## src/rtl/ecc_err_log.sv

```systemverilog
// ecc_err_log -- error-event logger placed after the ECC decoder.
//
// Counts single-bit, repaired and double-bit decode events in saturating
// counters. Captures the address and syndrome of the first event, and a later
// double-bit event replaces a single-bit capture. Raises a level interrupt.
// With ECC_ERR_LOG_FIFO_EN defined, an address FIFO also records every event.
// Without it, the FIFO outputs are tied to their empty values.
//
// Ports
//   clk_i, rst_ni       clock, asynchronous active-low reset
//   clkena_i, valid_i   an event is accepted only when both are high
//   addr_i, syndrome_i  address and syndrome of the decoded word
//   sb_err_i, db_err_i  single-bit and double-bit flags; double-bit wins
//   sb_fix_i            single-bit error repaired in the information bits
//   thr_i               single-bit interrupt threshold; 0 disables it
//   clr_i               synchronous clear; an event in the same cycle is still logged
//   sb_cnt_o, fix_cnt_o, db_cnt_o       saturating event counters
//   cap_valid_o, cap_db_o, cap_addr_o, cap_syn_o   capture registers
//   irq_o               capture is double-bit, or sb count >= threshold
//   fifo_rd_i, fifo_addr_o, fifo_empty_o, fifo_ovf_o   error-address FIFO
module ecc_err_log #(
  parameter int unsigned AW         = 32,
  parameter int unsigned M          = 7,
  parameter int unsigned CNT_W      = 16,
  parameter int unsigned FIFO_DEPTH = 4
) (
  input  logic             clk_i,
  input  logic             rst_ni,
  input  logic             clkena_i,
  input  logic             valid_i,
  input  logic [AW-1:0]    addr_i,
  input  logic [M-1:0]     syndrome_i,
  input  logic             sb_err_i,
  input  logic             db_err_i,
  input  logic             sb_fix_i,
  input  logic [CNT_W-1:0] thr_i,
  input  logic             clr_i,
  output logic [CNT_W-1:0] sb_cnt_o,
  output logic [CNT_W-1:0] fix_cnt_o,
  output logic [CNT_W-1:0] db_cnt_o,
  output logic             cap_valid_o,
  output logic             cap_db_o,
  output logic [AW-1:0]    cap_addr_o,
  output logic [M-1:0]     cap_syn_o,
  output logic             irq_o,
  input  logic             fifo_rd_i,
  output logic [AW-1:0]    fifo_addr_o,
  output logic             fifo_empty_o,
  output logic             fifo_ovf_o
);

  typedef enum logic [1:0] {
    IDLE   = 2'd0,
    CAP_SB = 2'd1,
    CAP_DB = 2'd2
  } state_t;

  // Event qualification; a double-bit flag overrides the single-bit flags.
  logic accept;
  logic db_ev;
  logic sb_ev;
  logic fix_ev;

  assign accept = clkena_i & valid_i;
  assign db_ev  = accept & db_err_i;
  assign sb_ev  = accept & sb_err_i & ~db_err_i;
  assign fix_ev = sb_ev & sb_fix_i;

  // Clear-then-increment with saturation at all-ones.
  function automatic logic [CNT_W-1:0] cnt_next(input logic [CNT_W-1:0] cur,
                                                 input logic             clr,
                                                 input logic             inc);
    logic [CNT_W-1:0] base;
    base = clr ? '0 : cur;
    if (inc && (base != '1)) begin
      base = base + CNT_W'(1);
    end
    return base;
  endfunction

  logic [CNT_W-1:0] sb_cnt;
  logic [CNT_W-1:0] fix_cnt;
  logic [CNT_W-1:0] db_cnt;
  logic [CNT_W-1:0] sb_cnt_nxt;
  logic [CNT_W-1:0] fix_cnt_nxt;
  logic [CNT_W-1:0] db_cnt_nxt;

  always_comb begin
    sb_cnt_nxt  = cnt_next(sb_cnt, clr_i, sb_ev);
    fix_cnt_nxt = cnt_next(fix_cnt, clr_i, fix_ev);
    db_cnt_nxt  = cnt_next(db_cnt, clr_i, db_ev);
  end

  // Event counters.
  always_ff @(posedge clk_i or negedge rst_ni) begin
    if (!rst_ni) begin
      sb_cnt  <= '0;
      fix_cnt <= '0;
      db_cnt  <= '0;
    end else begin
      sb_cnt  <= sb_cnt_nxt;
      fix_cnt <= fix_cnt_nxt;
      db_cnt  <= db_cnt_nxt;
    end
  end

  // Clear collapses the state to IDLE before the current event is applied.
  state_t state;
  state_t state_base;

  always_comb begin
    state_base = clr_i ? IDLE : state;
  end

  // Capture FSM: first event is captured, a double-bit event upgrades a
  // single-bit capture, and a double-bit capture holds until cleared.
  always_ff @(posedge clk_i or negedge rst_ni) begin
    if (!rst_ni) begin
      state      <= IDLE;
      cap_addr_o <= '0;
      cap_syn_o  <= '0;
    end else begin
      if (clr_i) begin
        state      <= IDLE;
        cap_addr_o <= '0;
        cap_syn_o  <= '0;
      end
      case (state_base)
        IDLE: begin
          if (db_ev) begin
            state      <= CAP_DB;
            cap_addr_o <= addr_i;
            cap_syn_o  <= syndrome_i;
          end else if (sb_ev) begin
            state      <= CAP_SB;
            cap_addr_o <= addr_i;
            cap_syn_o  <= syndrome_i;
          end
        end
        CAP_SB: begin
          if (db_ev) begin
            state      <= CAP_DB;
            cap_addr_o <= addr_i;
            cap_syn_o  <= syndrome_i;
          end
        end
        CAP_DB: begin
        end
        default: begin
          state <= IDLE;
        end
      endcase
    end
  end

  assign sb_cnt_o    = sb_cnt;
  assign fix_cnt_o   = fix_cnt;
  assign db_cnt_o    = db_cnt;
  assign cap_valid_o = (state != IDLE);
  assign cap_db_o    = (state == CAP_DB);

  // Threshold compare is the only combinational path from an input to irq_o.
  assign irq_o = (state == CAP_DB) | ((thr_i != '0) & (sb_cnt >= thr_i));

`ifdef ECC_ERR_LOG_FIFO_EN
  localparam int unsigned PTR_W = $clog2(FIFO_DEPTH);
  localparam int unsigned CNT_F = PTR_W + 1;

  logic [AW-1:0]    mem [FIFO_DEPTH];
  logic [PTR_W-1:0] wr_ptr;
  logic [PTR_W-1:0] rd_ptr;
  logic [CNT_F-1:0] count;
  logic             full;
  logic             push;
  logic             pop;
  logic             push_ok;

  assign full    = (count == CNT_F'(FIFO_DEPTH));
  assign push    = db_ev | sb_ev;
  assign pop     = fifo_rd_i & (count != '0) & ~clr_i;
  // A pop in the same cycle frees the slot the push needs.
  assign push_ok = push & (~full | pop);

  // Address FIFO; pointers wrap naturally since the depth is a power of two.
  always_ff @(posedge clk_i or negedge rst_ni) begin
    if (!rst_ni) begin
      for (int i = 0; i < int'(FIFO_DEPTH); i++) begin
        mem[i] <= '0;
      end
      wr_ptr     <= '0;
      rd_ptr     <= '0;
      count      <= '0;
      fifo_ovf_o <= 1'b0;
    end else if (clr_i) begin
      rd_ptr     <= '0;
      fifo_ovf_o <= 1'b0;
      if (push) begin
        mem[0] <= addr_i;
        wr_ptr <= PTR_W'(1);
        count  <= CNT_F'(1);
      end else begin
        wr_ptr <= '0;
        count  <= '0;
      end
    end else begin
      if (pop) begin
        rd_ptr <= rd_ptr + PTR_W'(1);
      end
      if (push_ok) begin
        mem[wr_ptr] <= addr_i;
        wr_ptr      <= wr_ptr + PTR_W'(1);
      end
      if (push && !push_ok) begin
        fifo_ovf_o <= 1'b1;
      end
      case ({push_ok, pop})
        2'b10:   count <= count + CNT_F'(1);
        2'b01:   count <= count - CNT_F'(1);
        default: count <= count;
      endcase
    end
  end

  assign fifo_addr_o  = mem[rd_ptr];
  assign fifo_empty_o = (count == '0);
`else
  localparam int unsigned fifo_depth_unused = FIFO_DEPTH;
  logic unused_fifo_rd;

  assign unused_fifo_rd = fifo_rd_i;
  assign fifo_addr_o    = '0;
  assign fifo_empty_o   = 1'b1;
  assign fifo_ovf_o     = 1'b0;
`endif

endmodule

```

## config.mk

```make
export PLATFORM = sky130hd
export DESIGN_NAME = ecc_err_log
export DESIGN_NICKNAME = d
export VERILOG_FILES = /design/src/rtl/ecc_err_log.sv
export SDC_FILE = /design/constraint.sdc
export NUM_CORES = 1
export LEC_CHECK = 0
export CELL_PAD_IN_SITES_DETAIL_PLACEMENT = 1
export CELL_PAD_IN_SITES_GLOBAL_PLACEMENT = 2
export CORE_MARGIN = 2
export CORE_UTILIZATION = 29
export DETAILED_ROUTE_END_ITERATION = 12
export PLACE_DENSITY = 0.95
export SYNTH_ARGS = -nofsm -noshare
export SYNTH_HDL_FRONTEND = slang
export SYNTH_SLANG_ARGS = --single-unit
```

## constraint.sdc

```tcl
create_clock -name clk_i -period 4.05 [get_ports clk_i]
set_clock_uncertainty 0.05 [all_clocks]
set_input_delay 0.81 -clock clk_i [delete_from_list [all_inputs] [get_ports clk_i]]
set_output_delay 0.81 -clock clk_i [all_outputs]
set_load 0.02 [all_outputs]
```

Yosys cells after proc, flatten, opt, wreduce, memory -nomap -nowiden
Cells that the tools add are included.
W data, S select, Z words.
- register bits: 89
- latch bits: 0
- bits in writable memories: 0
- ROM bits: 0
- logic and storage cells: 51
- memories: 0
- $add $sub $neg: 3
- multipliers: 0
- divide/modulo/power cells: 0
- $lt $le $gt $ge: 1
- equal/unequal tests: 6
- shift operators: 0
- muxes and demuxes: 21
- bitwise logic cells: 8
- reduce and logical (&&, ||, !) cells: 6
- operators by type and width (cell ; number):
    $mux W32 ; 4
    $mux W16 ; 6
    $pmux W32 S2 ; 1
    $add A16 B1 Y16 const B ; 3
    $ne A16 B16 Y1 const B ; 3
    $mux W7 ; 4
    $ge A16 B16 Y1 ; 1
    $reduce_bool A16 Y1 ; 1
    $pmux W7 S2 ; 1
    $mux W2 ; 4
    $and A1 B1 Y1 ; 6
    $pmux W2 S3 ; 1
    $eq A2 B2 Y1 const B ; 2
    $logic_and A1 B1 Y1 ; 3
    $eq A2 B1 Y1 const B ; 1
    $logic_not A2 Y1 ; 1
    $reduce_bool A2 Y1 ; 1
    $not A1 Y1 ; 1
    $or A1 B1 Y1 ; 1

Logic depth before layout (Yosys ltp)
Gate-level depths: netlist of run 1.
- depth after elaboration: 6
- mapped depth: 11
- depth with buffers taken out: 8

Worst setup path after synthesis of run 1
OpenSTA, ideal clock, no wires.
- path type: in2reg
- start: in clr_i
- end: reg db_cnt[7], in the netlist db_cnt_o[7]
- library setup time: 0.136 ns
- arrival: 2.780 ns
- required time: 3.864 ns
- slack: 1.084 ns
- cell stages on the path: 10
- cell sequence: buf_6 > buf_2 > clkbuf_1 > nor2b_1 > ha_1 > nand3b_4 > or4_4 > o2111ai_4 > or3_1 > a21oi_1
- word-level cells in the longest chain between the ends: 4
- elaborated cells on any way between the ends: 5
- RTL lines (element ; RTL line ; source):
    from (decl) ; 37 ; input logic clr_i,
    $mux W16 * ; 74 ; base = clr ? '0 : cur;
    parallel branches: the longest is 2 deep, another holds $add A16 B1 Y16 ; - ;
    $mux W16 * ; 75 ; if (inc && (base != '1)) begin
    net db_cnt_nxt[7] ; 86 ; logic [CNT_W-1:0] db_cnt_nxt;
    to (signal assigned) ; 103 ; db_cnt <= db_cnt_nxt;
    to (decl) ; 83 ; logic [CNT_W-1:0] db_cnt;
Mark *: on every way through the listed nets, which the timed path passes.

Worst setup path after layout of run 1
- start: in thr_i[11]
- end: out irq_o
- word-level cells in the longest chain between the ends: 3
- elaborated cells on any way between the ends: 4
- RTL lines (element ; RTL line ; source):
    from (decl) ; 36 ; input logic [CNT_W-1:0] thr_i,
    $ge A16 B16 Y1 or $reduce_bool A16 Y1 (tied branches) ; 163 ; assign irq_o = (state == CAP_DB) | ((thr_i != '0) & (sb_cnt >= thr_i));
    $and A1 B1 Y1 * ; 163 ;
    $or A1 B1 Y1 * ; 163 ;
    to (decl) ; 45 ; output logic irq_o,
Every way passes the cells marked *; elsewhere a longest branch is shown, timed or not.

==> results of run 1 <==
[power groups by stage]
stage | Clock [mW] | Combinational, mW | Sequential, mW
floorplan | 0 | 0.134 | 0.993
global placement | 0 | 0.317 | 0.957
detailed placement | 0 | 0.326 | 0.958
CTS | 0.880 | 0.327 | 0.943
global route | 0.907 | 0.347 | 0.947
finish | 0.844 | 0.321 | 0.943
[cell families (layout without fill, tap and decap cells)]
logic type | after synthesis | in the layout
buf+inv | 79 | 195
simple gates | 168 | 168
fa+ha+maj | 19 | 19
xor+xnor | 34 | 34
compound gates | 94 | 94
mux | 4 | 4
other cells | 2 | 34
flops | 89 | 89
[state kept, by name, indices dropped and copies added, names as in the netlist]
signal / cells
cap_addr_o: 32
state: 2
db_cnt_o: 16
fix_cnt_o: 16
sb_cnt_o: 16
cap_syn_o: 7
[critical path, cell delays in order]
cell,delay (ns)
clkdlybuf4s50_1,0.49
inv_1,0.07
ha_1,0.33
nand4_1,0.13
nor2_1,0.07
a211oi_1,0.18
o21ai_0,0.12
o31a_1,0.29
dlymetal6s2s_1,0.20
[layout make-up]
| class | count | share of cell area [%] |
|---|---|---|
| timing repair buffer | 158 | 22.6 |
| tap | 225 | 4.07 |
| clock inverter | 7 | 1.05 |
| multi-input combinational | 353 | 35.7 |
| sequential | 89 | 32.2 |
| clock buffer | 9 | 3.26 |
| inverter | 21 | 1.14 |
[Yosys cell counts, types with 2 or more instances]
library cell	number	share of area [%]
a211oi_1	7	1.0
a21oi_1	17	1.7
a22o_1	39	6.8
a31oi_1	5	0.62
and2_1	3	0.37
and3_1	7	0.87
and4_1	6	1.0
and4b_1	2	0.40
buf_1	2	0.15
buf_2	6	0.60
buf_4	34	5.1
buf_6	3	0.67
clkbuf_1	13	0.97
conb_1	2	0.15
dfrtp_1	89	44
ha_1	19	4.7
inv_1	21	1.6
mux2_1	2	0.45
mux2_2	2	0.45
nand2_1	21	1.6
nand2b_1	3	0.37
nand3_1	18	1.8
nand3_2	2	0.40
nand4_1	18	2.2
nand4b_1	2	0.35
nor2_1	42	3.1
nor2b_1	17	2.1
nor3_1	3	0.30
nor4_1	3	0.37
nor4_4	2	0.85
o2111ai_1	3	0.52
o21ai_0	7	0.70
o21ai_1	4	0.40
or3_1	4	0.50
xnor2_1	21	3.7
xor2_1	13	2.3
[layer usage]
metal	vias up	track usage [%]
met1	2025	18.9
met2	147	26.4
li1	1964	-
met4	2	5.03
met3	13	4.94
met5	-	0
[stage by stage]
step                      power, mW  instance area, sq um  util (%)
after global placement         1.27                  6610      38.6
after CTS                      2.15                  6910      40.4
after floorplan                1.13                  5130         -
after detailed placement       1.28                  6610      38.6
after global routing           2.20                  6910      40.4
final                          2.11                  6910      40.4
[worst max-delay path by stage]
stage,start,to,depth (start not counted)
after global placement,thr_i[7],irq_o,9
after floorplan,clr_i,db_cnt_o[7],10
after detailed placement,thr_i[11],irq_o,9
final,thr_i[11],irq_o,9
after CTS,thr_i[11],irq_o,9
after global routing,thr_i[11],irq_o,9
==> impl_metrics.json, run 1 <==
{
  "seqPwrFrac_pct": 44.7,
  "grt_max_degree": 79,
  "tns_ns": 0,
  "ant_nets": 0,
  "cts_tree": "done",
  "status": "complete, no violations",
  "synth-edff-count": 0,
  "dpl.hpwl_um": 10500,
  "ys_ff_latch": 89,
  "cts_setup_buffers": 0,
  "antenna_cells": 0,
  "rrSetupSlack_ns": 1.50,
  "drc": 0,
  "finalCritPeriodShare_pct": 88.1,
  "place_ws_ns": 0.159,
  "n_fill_cell": 1897,
  "grt_pass1_wl_um": 22900,
  "finalSetupViolations": 0,
  "cts_hold_buf": 0,
  "setup_ws_ns": 0.484,
  "grt_pass1_vias": 4506,
  "hold_start": "cap_addr_o[26]",
  "synthCells": 489,
  "register_area_sq_um": 2230,
  "worstPathRequired_ns": 3.19,
  "ys_types": 63,
  "antenna_found_initial": 1,
  "start_kind": "primary input",
  "core-area_sq_um": 17100,
  "cts_max_level": 3,
  "intPower_mw": 1.50,
  "finalWeightedCongestion": 0.832,
  "met1Wirelength_um": 6130,
  "synth_area_sq_um": 5010,
  "cts_root_buffer": "clkbuf_16",
  "hold_depth": 1,
  "dieArea_sq_um": 18400,
  "final_common_cell": "clkdlybuf4s50_1",
  "wl_met3_um": 1080,
  "gr-usage-all-layers_pct": 15.6,
  "cts_sinks": 89,
  "critPathArrivalTime_ns": 2.71,
  "synthAdderAreaFrac_pct": 4.74,
  "synth_top_family_by_area": "simple AND/OR/NAND/NOR gates",
  "cts_buffer_depth": 2,
  "slew_headroom_pct": 32.7,
  "crit_path_max_fanout": 3,
  "hold_path_end": "cap_addr_o[26]",
  "worst_pin_slew_ns": 1.01,
  "areaGrowthSynthToFinish_pct": 37.9,
  "first_pass_iters": 4,
  "slew_violations": 0,
  "power.switching_uw": 603,
  "synthMuxAreaShare_pct": 0.898,
  "ys_async_sr_fraction_pct": 100,
  "synth_compound_area_share_pct": 14.5,
  "power_density_nw_per_um2": 305,
  "ios": 188,
  "grt_setup_unrepaired": "false",
  "synthFlopType": "dfrtp_1",
  "maxCapViolCount": 0,
  "multi_input_area_sq_um": 2470,
  "seq_area_frac_synth_pct": 44.4,
  "placementRows": 48,
  "comb_power_share_pct": 15.3,
  "ctsResizeCount": 0,
  "routed-wl-met2_um": 6740,
  "die_x_um": 135,
  "final_nets": 715,
  "routed_wirelength_um": 14100,
  "numCtsBuffers": 9,
  "floorplan.initialDensity_pct": 29.3,
  "hp-class": "reg2reg",
  "path_clk_slew_ns": 0.07,
  "r2r-start": "fix_cnt_o[0]",
  "critPathCaptureType": "output pin",
  "worst-setup-path-type": "in2out",
  "leakagePower_nw": 3.06,
  "drive_gt1_share_pct": 7.69,
  "p_clk_share_pct": 40.0,
  "vias": 4151,
  "vias_per_cell": 4.82,
  "reg2regPathDepth": 7,
  "wl_per_cell_um": 16.4,
  "fmaxAchievable_mhz": 280,
  "hold_viol": 0,
  "avgSynthCellArea_sq_um": 10.3,
  "synth-xor-area-share_pct": 5.94,
  "finalCriticalPeriod_ns": 3.57,
  "post-place-cells": 846,
  "holdWs_ns": 0.461,
  "synthSimpleGateAreaFrac_pct": 20.3,
  "switching_share_pct": 28.6,
  "yosysWarnings": 0,
  "top_layer_used": "met5",
  "clkLatencyLatePin_ns": 0.35,
  "die_h_um": 135,
  "drt_first_iter_violations": 180,
  "overflow": 0,
  "final_cell_mix": "clkdlybuf4s50_1 (149), dfrtp_1 (89), nor2_1 (41)",
  "vdd_drop_max_v": 0.000155,
  "numPortBuffers": 152,
  "reg2reg_to": "fix_cnt_o[8]",
  "instances_no_fill": 862
}
(Power assumes the default switching activity.)
==> run 2: changes to the inputs <==
- CORE_UTILIZATION: 29 -> 24
- PLACE_DENSITY: 0.95 -> 0.88
- clock period: 4.05 -> 3 ns (I/O delays scaled with it)
==> run 2 against run 1 <==
  * Global-route usage decreased by 2.0 points
  * Combinational power increased by 41%
  * Total power increased by 33%
  * Critical path type unchanged
  * Routed wire length increased by 6.5%
  * Die area increased by 20%
  * Register-to-register slack got worse by 0.75 ns
  * Sequential power increased by 35%
  * Via count increased by 2.6%
  * Sequential share of layout area decreased by 1.5 points
  * First-iteration DRC count decreased by 21%
  * Worst setup slack got worse by 0.43 ns
==> impl_metrics.json, run 2 (synthesis gave the netlist of run 1 again) <==
{
  "vdd_drop_max_v": 0.000235,
  "areaGrowthSynthToFinish_pct": 44.8,
  "setup_ws_ns": 0.0515,
  "hold_viol": 0,
  "place_ws_ns": -0.462,
  "slew_violations": 0,
  "rrSetupSlack_ns": 0.75,
  "dieArea_sq_um": 22100,
  "n_fill_cell": 2279,
  "ios": 188,
  "hp-class": "in2async",
  "drt_first_iter_violations": 143,
  "drc": 0,
  "status": "complete, no violations",
  "clkLatencyLatePin_ns": 0.35,
  "antenna_found_initial": 0,
  "finalSetupViolations": 0,
  "grt_pass1_vias": 4576,
  "critPathArrivalTime_ns": 2.30,
  "grt_pass1_wl_um": 23700,
  "finalWeightedCongestion": 0.824,
  "top_register": "cap_addr_o",
  "drive_gt1_share_pct": 13.3,
  "maxCapViolCount": 0,
  "routed_wirelength_um": 15000,
  "critPathCaptureType": "output pin",
  "reg2regPathDepth": 8,
  "gr-usage-all-layers_pct": 13.6,
  "dpl.hpwl_um": 11200,
  "grt_max_degree": 48,
  "core-area_sq_um": 20400,
  "start_kind": "primary input",
  "power_density_nw_per_um2": 386,
  "finalPower_mw": 2.80,
  "final_common_cell": "clkdlybuf4s50_1",
  "crit_path_max_fanout": 2,
  "cts_max_level": 3,
  "path_clk_slew_ns": 0.07,
  "worstPathRequired_ns": 2.35,
  "numCtsBuffers": 9,
  "leakagePower_nw": 3.18,
  "cts_buffer_depth": 2,
  "cts_root_buffer": "clkbuf_16",
  "cts_tree": "done",
  "placementRows": 52,
  "finalCriticalPeriod_ns": 2.95,
  "vias": 4259,
  "ant_nets": 0,
  "die_x_um": 149,
  "fmaxAchievable_mhz": 339,
  "vias_per_cell": 4.60,
  "final_cell_mix": "clkdlybuf4s50_1 (141), dfrtp_1 (89), nor2_1 (40)",
  "worst-setup-path-type": "in2out",
  "finalCritPeriodShare_pct": 98.3,
  "antenna_cells": 0,
  "cts_sinks": 89,
  "final_nets": 734,
  "r2r-start": "fix_cnt_o[0]",
  "reg2reg_to": "fix_cnt_o[14]",
  "slew_headroom_pct": 58.8,
  "numPortBuffers": 152,
  "floorplan.initialDensity_pct": 24.6,
  "die_h_um": 149,
  "first_pass_iters": 4,
  "worst_pin_slew_ns": 0.618,
  "cts_hold_buf": 0,
  "wl_per_cell_um": 16.2,
  "overflow": 0,
  "largest_register_ffs": 32
}
-- run 2: what timing repair did --
action,CTS,global route
endpoints found under the hold margin,0,0
setup endpoints to repair,1,1
resized for setup,11,23
pin swaps,3,10
setup buffers,0,0
-- run 2: power breakdown --
| part | switching, mW | internal [mW] |
|---|---|---|
| Sequential | 0.0299 | 1.24 |
| Combinational | 0.244 | 0.209 |
| Clock | 0.512 | 0.567 |
-- run 2: stage by stage --
step                      std cells  utilization (%)  cell area [sq um]  hold slack, ns  setup TNS, ns
final                           926             35.7               7260           0.216              0
after global routing            926             35.7               7260           0.251        -0.0175
after CTS                       926             35.1               7150           0.231              0
after detailed placement        910             33.6               6840           0.443         -0.462
after global placement          910             33.6               6840           0.437         -0.430
after floorplan                 521                -               5130           0.254              0
-- run 2: metal layers --
metal,global-route usage [%],vias to the layer above,part of all wire [%]
met5,0,-,0
met4,3.76,0,0.96
met3,5.37,9,8.8
met2,22.5,151,47
met1,16.5,2094,43
li1,-,2005,-
-- run 2: how the worst max path moves through the flow --
stage | slack (ns) | end | startpoint | depth (start not counted)
after floorplan | 0.24 | db_cnt_o[7] | clr_i | 10
after global placement | -0.43 | irq_o | thr_i[7] | 9
after detailed placement | -0.46 | irq_o | thr_i[7] | 9
after CTS | 0.002 | irq_o | thr_i[15] | 9
after global routing | -0.02 | irq_o | thr_i[15] | 9
final | 0.05 | irq_o | thr_i[15] | 9
-- run 2: area by class of cell --
type                            instances  area [sq um]  share of cell area, %
Tap cell                              270           338                   4.65
Multi-Input combinational cell        353          2590                   35.7
Clock buffer                            9           225                   3.10
Sequential cell                        89          2230                   30.7
Inverter                               21          78.8                   1.09
Clock inverter                          7          56.3                  0.775
Timing Repair Buffer                  177          1740                   24.0
-- run 2: critical path, cell delays in order --
cell and delay [ns]:
clkdlybuf4s50_1 0.48, inv_2 0.06, ha_4 0.21, nand4_1 0.14
nor2_2 0.07, a211oi_2 0.21, o21ai_1 0.10, o31a_1 0.31
buf_6 0.13
==> run 3: changes to the inputs <==
- RECOVER_POWER: not set -> 100
- REMOVE_ABC_BUFFERS: not set -> 1
- SLEW_MARGIN: not set -> 30
==> run 3 against run 2 <==
  * The flow now finishes with violations (max-capacitance violations, max-slew violations)
  * Clock power up 13%
  * Largest power group unchanged
  * Combinational power is 3% lower
  * Critical path depth did not move
  * Total power is 4.4% higher
  * Cell area down 0.60%
  * Sequential share of layout area up 0.19 points
  * Flip-flop and latch count unchanged
  * Register-to-register slack worse by 0.28 ns
  * Critical endpoint unchanged
  * First-iteration DRC count grew 17%
==> impl_metrics.json, run 3 (synthesis gave the netlist of run 1 again) <==
{
  "status": "complete, but fails checks",
  "violations": "max-capacitance violations, max-slew violations",
  "setup.worst_path.start": "thr_i[9]",
  "vias_per_cell": 4.54,
  "critPathCaptureType": "output pin",
  "cts_tree": "done",
  "grt_max_degree": 54,
  "hp-class": "reg2reg",
  "worst-setup-path-type": "in2out",
  "intPower_mw": 2.17,
  "comb_power_share_pct": 15.1,
  "hold_viol": 0,
  "seqPwrFrac_pct": 43.4,
  "drc": 0,
  "worst_pin_slew_ns": 2.24,
  "p_clk_share_pct": 41.6,
  "cts_max_level": 3,
  "placementRows": 52,
  "crit_path_max_fanout": 2,
  "grt_pass1_wl_um": 24300,
  "core-area_sq_um": 20400,
  "final_cell_mix": "dlygate4sd3_1 (90), dfrtp_1 (89), clkdlybuf4s50_1 (53)",
  "power.switching_uw": 759,
  "numPortBuffers": 152,
  "wl_per_cell_um": 16.3,
  "hold_start": "cap_addr_o[29]",
  "switching_share_pct": 25.9,
  "die_h_um": 149,
  "finalCritPeriodShare_pct": 97.5,
  "slew_violations": 37,
  "final_common_cell": "dlygate4sd3_1",
  "ios": 188,
  "finalCriticalPeriod_ns": 2.92,
  "vias": 4231,
  "drt_first_iter_violations": 168,
  "drive_gt1_share_pct": 10.9,
  "power_density_nw_per_um2": 406,
  "die_x_um": 149,
  "dpl.hpwl_um": 11200,
  "overflow": 0,
  "numCtsBuffers": 9,
  "critPathArrivalTime_ns": 2.27,
  "leakagePower_nw": 3.43,
  "top_register": "cap_addr_o",
  "gr-usage-all-layers_pct": 13.9,
  "antenna_found_initial": 1,
  "setup_ws_ns": 0.0757,
  "holdWs_ns": 0.450,
  "place_ws_ns": -0.518,
  "dieArea_sq_um": 22100,
  "largest_register_ffs": 32,
  "fin_util_pct": 35.4,
  "start_kind": "primary input",
  "areaGrowthSynthToFinish_pct": 43.9,
  "maxCapViolCount": 1,
  "finalSetupViolations": 0,
  "finalPower_mw": 2.93,
  "floorplan.initialDensity_pct": 24.6,
  "n_fill_cell": 2305,
  "ant_nets": 0,
  "r2r-start": "db_cnt_o[0]",
  "clkLatencyLatePin_ns": 0.35,
  "cts_hold_buf": 0,
  "tns_ns": 0,
  "path_clk_slew_ns": 0.06,
  "hold_depth": 1,
  "cts_root_buffer": "clkbuf_16",
  "reg2regPathDepth": 7,
  "routed_wirelength_um": 15100,
  "cts_setup_buffers": 0,
  "cts_sinks": 89,
  "final_nets": 740,
  "grt_pass1_vias": 4538,
  "slew_headroom_pct": -49.5,
  "vdd_drop_max_v": 0.000249,
  "fmaxAchievable_mhz": 342,
  "worstPathRequired_ns": 2.35,
  "first_pass_iters": 4,
  "cts_buffer_depth": 2,
  "finalWeightedCongestion": 0.791
}
[run 3: repair_timing]
item                       CTS  global route
gates resized for setup     13            14
pin swaps                    8             7
setup endpoints to repair    1             1
[run 3: cell type report]
class                      count  area (sq um)  area share (%)
multi-input combinational    353          2490            34.5
sequential                    89          2230            30.9
timing repair buffer         183          1760            24.4
tap                          270           338            4.68
clock buffer                   9           225            3.12
clock inverter                 6          92.6            1.28
inverter                      21          78.8            1.09
antenna                        1          2.50          0.0347
[run 3: power groups by stage]
| stage | clock, mW | sequential [mW] | combinational, mW |
|---|---|---|---|
| after global routing | 1.31 | 1.28 | 0.476 |
| after CTS | 1.27 | 1.27 | 0.465 |
| final | 1.22 | 1.27 | 0.441 |
| after floorplan | 0 | 1.34 | 0.134 |
| after detailed placement | 0 | 1.29 | 0.462 |
| after global placement | 0 | 1.29 | 0.455 |
[run 3: critical path, cell delays in order]
cell,delay [ns]
clkdlybuf4s50_1,0.49
inv_1,0.05
ha_1,0.29
nand4_1,0.09
nor2_2,0.06
a211oi_2,0.21
o21ai_1,0.09
o31a_1,0.26
buf_6,0.14
[run 3: worst paths after layout]
check	to	slack, ns
setup / recovery	irq_o	0.08
hold / removal	cap_addr_o[29]	0.45
setup reg to reg	db_cnt_o[15]	0.47
hold reg to reg	cap_addr_o[29]	0.45
max in group asynchronous	sb_cnt_o[10]	0.74
min in group asynchronous	db_cnt_o[8]	0.86
[run 3: layer usage]
metal	vias up	wire [um]	GRT usage, %
met5	-	0	0
met3	12	928	4.08
met1	2100	6570	17.1
met2	111	7490	23.9
met4	0	157	3.14
li1	2008	-	-
[run 3: metrics by stage]
stage | area [sq um] | instances
floorplan | 4760 | 463
global route | 7210 | 931
finish | 7220 | 932
detailed placement | 6900 | 916
global placement | 6900 | 916
CTS | 7240 | 931
